### src/rtl/bcd_led_scan.sv
// Multiplexed common-anode 7-segment driver: per-frame digit snapshot, dark-gap scan, tick/frame strobes.
// Optional leading-zero suppression is enabled by defining LZ_BLANK_EN.
module bcd_led_scan #(
  parameter int unsigned NDIG    = 4,
  parameter int unsigned PRESC   = 50000,
  parameter int unsigned PRESC_W = 16
) (
  input  logic                sys_clk,
  input  logic                clr,
  input  logic                ce,
  input  logic [4*NDIG-1:0]   bcd,
  input  logic [NDIG-1:0]     dp_en,
  input  logic                blank,
  output logic [6:0]          seg,
  output logic                dp,
  output logic [NDIG-1:0]     an,
  output logic                tick,
  output logic                frame
);

  localparam int unsigned IDX_W = (NDIG > 1) ? $clog2(NDIG) : 1;
  localparam logic [PRESC_W-1:0] PRESC_LAST = PRESC_W'(PRESC - 1);
  localparam logic [IDX_W-1:0]   IDX_LAST   = IDX_W'(NDIG - 1);

  logic [PRESC_W-1:0] presc;
  logic [IDX_W-1:0]   idx;
  logic [IDX_W-1:0]   idx_next;
  logic [4*NDIG-1:0]  shadow_bcd;
  logic [NDIG-1:0]    shadow_dp;
  logic               slot_end;
  logic [3:0]         digit;
  logic [NDIG-1:0]    lz_dark;
  logic               lit;
  logic [NDIG-1:0]    an_next;
  logic               dp_next;

  function automatic logic [6:0] decode(input logic [3:0] d);
    logic [6:0] s;
    case (d)
      4'd0:    s = 7'h40;
      4'd1:    s = 7'h79;
      4'd2:    s = 7'h24;
      4'd3:    s = 7'h30;
      4'd4:    s = 7'h19;
      4'd5:    s = 7'h12;
      4'd6:    s = 7'h02;
      4'd7:    s = 7'h78;
      4'd8:    s = 7'h00;
      4'd9:    s = 7'h10;
      default: s = 7'h3F;
    endcase
    return s;
  endfunction

  always_comb begin
    slot_end = (presc == PRESC_LAST);
    idx_next = (idx == IDX_LAST) ? '0 : idx + 1'b1;
    digit    = shadow_bcd[4*idx +: 4];
  end

  // A digit is dark under suppression when it and every digit above it are zero.
  always_comb begin
    lz_dark = '0;
`ifdef LZ_BLANK_EN
    begin
      logic zero_run;
      zero_run = 1'b1;
      for (int unsigned k = NDIG - 1; k >= 1; k--) begin
        zero_run   = zero_run & (shadow_bcd[4*k +: 4] == 4'd0);
        lz_dark[k] = zero_run;
      end
    end
`endif
  end

  always_comb begin
    lit          = !blank && !slot_end && !lz_dark[idx];
    an_next      = '1;
    if (lit) an_next[idx] = 1'b0;
    dp_next      = lit ? ~shadow_dp[idx] : 1'b1;
  end

  always_ff @(posedge sys_clk or posedge clr) begin
    if (clr) begin
      presc      <= '0;
      idx        <= '0;
      shadow_bcd <= '0;
      shadow_dp  <= '0;
      tick       <= 1'b0;
      frame      <= 1'b0;
    end else begin
      tick  <= 1'b0;
      frame <= 1'b0;
      if (ce) begin
        if (slot_end) begin
          presc <= '0;
          idx   <= idx_next;
          tick  <= 1'b1;
          if (idx_next == '0) begin
            frame      <= 1'b1;
            shadow_bcd <= bcd;
            shadow_dp  <= dp_en;
          end
        end else begin
          presc <= presc + 1'b1;
        end
      end
    end
  end

  always_ff @(posedge sys_clk or posedge clr) begin
    if (clr) begin
      an  <= '1;
      seg <= 7'h7F;
      dp  <= 1'b1;
    end else begin
      an  <= an_next;
      seg <= decode(digit);
      dp  <= dp_next;
    end
  end

endmodule
### config.mk
export PLATFORM = sky130hd
export DESIGN_NAME = bcd_led_scan
export DESIGN_NICKNAME = d
export VERILOG_FILES = /design/src/rtl/bcd_led_scan.sv
export SDC_FILE = /design/constraint.sdc
export NUM_CORES = 1
export LEC_CHECK = 0
export BUFFER_PORTS_ARGS = -buffer_cell sky130_fd_sc_hd__buf_4
export CORE_AREA = 2 2 75 77
export CTS_BUF_LIST = sky130_fd_sc_hd__clkbuf_8
export DETAILED_ROUTE_END_ITERATION = 10
export DIE_AREA = 0 0 77 79
export HOLD_SLACK_MARGIN = 0.06
export PLACE_DENSITY = 0.7
export SLEW_MARGIN = 20
export SYNTH_ARGS = -nofsm -noshare
export SYNTH_HDL_FRONTEND = slang
export SYNTH_SLANG_ARGS = --single-unit
export TNS_END_PERCENT = 10
### constraint.sdc
create_clock -name sys_clk -period 3.7 [get_ports sys_clk]
set_clock_uncertainty 0.1 [all_clocks]
set_input_delay 0.185 -clock sys_clk [delete_from_list [all_inputs] [get_ports sys_clk]]
set_output_delay 0.185 -clock sys_clk [all_outputs]
set_load 0.05 [all_outputs]
==> impl_table.tex <==
\begin{tabular}{lr}
\hline
Metric & Value \\
\hline
\multicolumn{2}{l}{\textbf{Run status}} \\
\quad Run status & completed \\
\multicolumn{2}{l}{\textbf{Routing}} \\
\quad Count of unresolved DRC violations after routing & 0 \\
\quad Number of vias in the routed layout & 1639 \\
\quad Total Wirelength & 4.338 mm \\
\quad Number of violations reported at the end of detailed-routing iteration 0 & 67 \\
\quad Via/cell ratio & 4.967 \\
\quad Router iterations before antenna repair & 4 \\
\quad Average wire per cell in the routed design & 13.15 µm \\
\quad Residual antenna-violating net count after detailed routing & 0 \\
\multicolumn{2}{l}{\textbf{Min path}} \\
\quad Hold path startpoint & blank \\
\quad Hold path depth & 3 \\
\quad Kind of path behind the tightest hold check & input port to register \\
\quad Endpoint of the worst hold path & an[1] \\
\multicolumn{2}{l}{\textbf{Power and ir drop}} \\
\quad Internal Power & 0.8733 mW \\
\quad Sw Share & 0.2293 \\
\quad Switching Power & 0.2599 mW \\
\quad Clk pwr share & 0.355 \\
\quad Proportion of power drawn by flip-flops and latches & 0.558 \\
\quad Total power after layout & 1.133 mW \\
\quad Worst IR drop on VDD & 0.0002023 V \\
\quad Power per cell area & 353.6 nW/µm² \\
\quad Static power due to leakage & 1.565 nW \\
\quad Logic gate share of total power & 0.087 \\
\multicolumn{2}{l}{\textbf{STA}} \\
\quad Post-Route Setup TNS & 0 ns \\
\quad Hold Fails Final Rpt & 0 \\
\quad Unrepaired setup endpoints after global routing & no \\
\quad Worst slew pin tran & 0.8550 ns \\
\quad F\_max & 446.2 MHz \\
\quad Max-slew violation total from the final report & 0 \\
\quad Final worst path period share & 0.6057 \\
\quad Worst slew margin relative to its limit & 0.4294 \\
\quad Final min period & 2.241 ns \\
\quad Minimum hold slack & 0.06980 ns \\
\quad Final-report setup violation count & 0 \\
\multicolumn{2}{l}{\textbf{Synthesis}} \\
\quad Sequential area share after synthesis & 0.5167 \\
\quad Synth Net Count & 232 \\
\quad Flop and latch count out of synthesis & 52 \\
\quad Count of different cell masters after synthesis & 41 \\
\quad Area share of and/or/nand/nor cells after synthesis & 0.1424 \\
\quad Synth Area in Compound Gates & 0.04568 \\
\quad Area share of fa/ha/maj cells after synthesis & 0.05403 \\
\quad Yosys warning total & 0 \\
\quad Syn\_area\_per\_cell & 12.93 µm² \\
\quad Fraction of synthesized area in multiplexers & 0.1690 \\
\quad Dominant combinational cell family by area after synthesis & multiplexers \\
\quad Total standard cell area after synthesis & 2547 µm² \\
\quad Cell count after synthesis & 197 \\
\quad Fraction of synthesized cell area in xor and xnor cells & 0.03782 \\
\multicolumn{2}{l}{\textbf{GRT}} \\
\quad GRT overflow & 0 \\
\quad Number of antenna violations at the first check in global routing & 0 \\
\quad Via count of the first global-routing pass & 1583 \\
\quad Global-route wire length before repair & 7.431 mm \\
\quad Largest net degree at the start of global routing & 53 \\
\quad GRT Total Usage & 0.1548 \\
\multicolumn{2}{l}{\textbf{Clock tree}} \\
\quad Clock net sink count & 52 \\
\quad Maximum root-to-sink buffer count & 2 \\
\quad Resized Gates After CTS & 0 \\
\quad Total number of H-tree levels & 2 \\
\quad CTS tree & done \\
\quad Number of buffers added by the clock tree synthesis step & 5 \\
\quad Clk Tree Root Cell & clkbuf\_8 \\
\quad Clock insertion delay at the later pin of the skew report & 0.30 ns \\
\quad Clock-pin slew of the registers on the worst-case setup and hold paths & 0.09 ns \\
\multicolumn{2}{l}{\textbf{Floorplan}} \\
\quad Boundary Pins & 38 \\
\quad Die X-Extent & 77 µm \\
\quad Area inside the core boundary & 5338 µm² \\
\quad Die boundary height & 79 µm \\
\quad Overall die area & 6083 µm² \\
\quad Initial Util & 0.4773 \\
\quad Number of placement rows & 27 \\
\multicolumn{2}{l}{\textbf{Final layout}} \\
\quad Total of fill cells in the finished design & 460 \\
\quad Share of cells above drive strength 1 & 0.3372 \\
\quad Most common cell after layout, fill and taps aside & dfrtp\_1 \\
\quad Top library cells by usage in the layout, fill and taps aside & dfrtp\_1, buf\_4, dlygate4sd3\_1 \\
\quad Finished Cell Area & 3204 µm² \\
\quad Final net count & 292 \\
\quad Antenna diode count & 0 \\
\quad Post-route non-filler standard cell count & 330 \\
\quad Synth-to-layout area growth & 25.79\% \\
\multicolumn{2}{l}{\textbf{Place}} \\
\quad DP Cell Count & 300 \\
\quad Post-Place Cell Area & 2861 µm² \\
\quad Routability-driven placement congestion ratio & 0.7849 \\
\quad Number of port buffers & 37 \\
\quad HPWL reported at the end of detailed placement & 2.910 mm \\
\multicolumn{2}{l}{\textbf{Setup path}} \\
\quad Data required time at the worst endpoint & 3.83 ns \\
\quad Critical path class & register to register \\
\quad Worst Path Max Fanout & 10 \\
\quad Startpoint kind of the worst setup timing path & register \\
\quad R2R cell count & 5 \\
\quad Worst R2R End & seg[5] \\
\quad Worst EP arrival & 2.37 ns \\
\quad Type of element capturing the critical path & register \\
\quad Start of the worst register-to-register path & idx[0] \\
\quad Worst setup slack for register-to-register paths & 1.46 ns \\
\multicolumn{2}{l}{\textbf{Run}} \\
\quad Max\_cap viols & 0 \\
\hline
\end{tabular}
-- area by class of cell --
type,instances,area [µm²],area share
Timing Repair Buffer,59,498.0,0.1554
Inverter,9,35.03,0.01093
Clock inverter,2,38.79,0.01210
Multi-Input combinational cell,130,1144,0.3569
Tap cell,72,90.09,0.02811
Clock buffer,6,82.58,0.02577
Sequential cell,52,1316,0.4108
-- how the worst max path moves through the flow --
| stage | cells after the start | start | end | slack [ns] |
|---|---|---|---|---|
| after CTS | 5 | idx[0] | seg[5] | 1.42 |
| after global placement | 5 | idx[0] | seg[5] | 1.46 |
| final | 5 | idx[0] | seg[5] | 1.46 |
| after global routing | 5 | idx[0] | seg[5] | 1.30 |
| after floorplan | 6 | idx[0] | seg[5] | 1.75 |
| after detailed placement | 5 | idx[0] | seg[5] | 1.43 |
-- kinds of logic after synthesis --
group	count (synthesis)
buffers and inverters	15
multiplexers	26
XOR/XNOR	11
AND/OR/NAND/NOR	65
AO/OA/AOI/OAI	17
flip-flops	52
adder cells (fa/ha/maj)	11
-- flip-flops by register name (all words and copies together) (netlist names) --
| signal | cells |
|---|---|
| presc | 16 |
| shadow_bcd | 16 |
| seg | 7 |
| an | 4 |
| shadow_dp | 4 |
| idx | 2 |
| dp | 1 |
| frame | 1 |
| tick | 1 |
-- metal layers --
| layer | wire (µm) | vias to the layer above | track usage |
|---|---|---|---|
| li1 | - | 820 | - |
| met1 | 2046 | 777 | 0.2141 |
| met2 | 2087 | 37 | 0.2535 |
| met3 | 152 | 5 | 0.02159 |
| met4 | 51 | 0 | 0.05357 |
| met5 | 0 | - | 0 |
-- cells in the mapped netlist, drive strengths merged --
| master | number | area, µm² |
|---|---|---|
| buf | 5 | 50.04 |
| o31ai | 1 | 7.510 |
| mux2i | 1 | 10.01 |
| and4b | 1 | 10.01 |
| and3 | 3 | 18.77 |
| o22a | 1 | 10.01 |
| ha | 11 | 137.6 |
| nand4 | 5 | 37.53 |
| xor2 | 5 | 43.79 |
| a21oi | 4 | 20.02 |
| mux4 | 5 | 120.1 |
| nand2 | 16 | 62.56 |
| nand3 | 7 | 35.03 |
| nor4b | 2 | 30.03 |
| o21ai | 4 | 20.01 |
| or3 | 3 | 18.77 |
| o32a | 1 | 10.01 |
| nor2 | 16 | 60.06 |
| nor4 | 1 | 6.260 |
| inv | 9 | 33.78 |
| clkbuf | 1 | 3.750 |
| a21o | 1 | 7.510 |
| dfstp | 12 | 315.3 |
| a32oi | 1 | 8.760 |
| o311ai | 2 | 17.52 |
| dfrtp | 40 | 1001 |
| nand2b | 2 | 12.51 |
| or2 | 1 | 8.760 |
| xnor2 | 6 | 52.55 |
| nor3 | 1 | 5.000 |
| o22ai | 1 | 6.260 |
| or4b | 1 | 10.01 |
| o41ai | 1 | 8.760 |
| and2 | 2 | 12.51 |
| mux2 | 20 | 300.3 |
| and4 | 4 | 35.03 |
-- what timing repair did --
item                                   4_1_cts  5_1_grt
buffers inserted                             0        0
endpoints found under the hold margin       22       40
hold buffers                                21        1
-- stage by stage --
stage                 util  setup slack, ns
floorplan                -            1.755
global placement    0.5361            1.461
detailed placement  0.5361            1.435
CTS                 0.5982            1.418
global route        0.6003            1.301
finish              0.6003            1.459
-- power groups by stage --
stage               clock network [mW]  registers (mW)  logic, mW
detailed placement                   0           0.642     0.0814
floorplan                            0           0.637     0.0484
global placement                     0           0.641     0.0785
global route                     0.430           0.639      0.111
CTS                              0.414           0.632     0.0988
finish                           0.402           0.632     0.0985
-- critical path, cell delays in order, from the launching register on --
cell	delay (ns)
dfrtp_1	0.63
mux4_1	0.74
inv_1	0.15
ha_1	0.18
nor2_1	0.05
o32a_1	0.32
No activity file was read; power rests on OpenSTA's default activity.
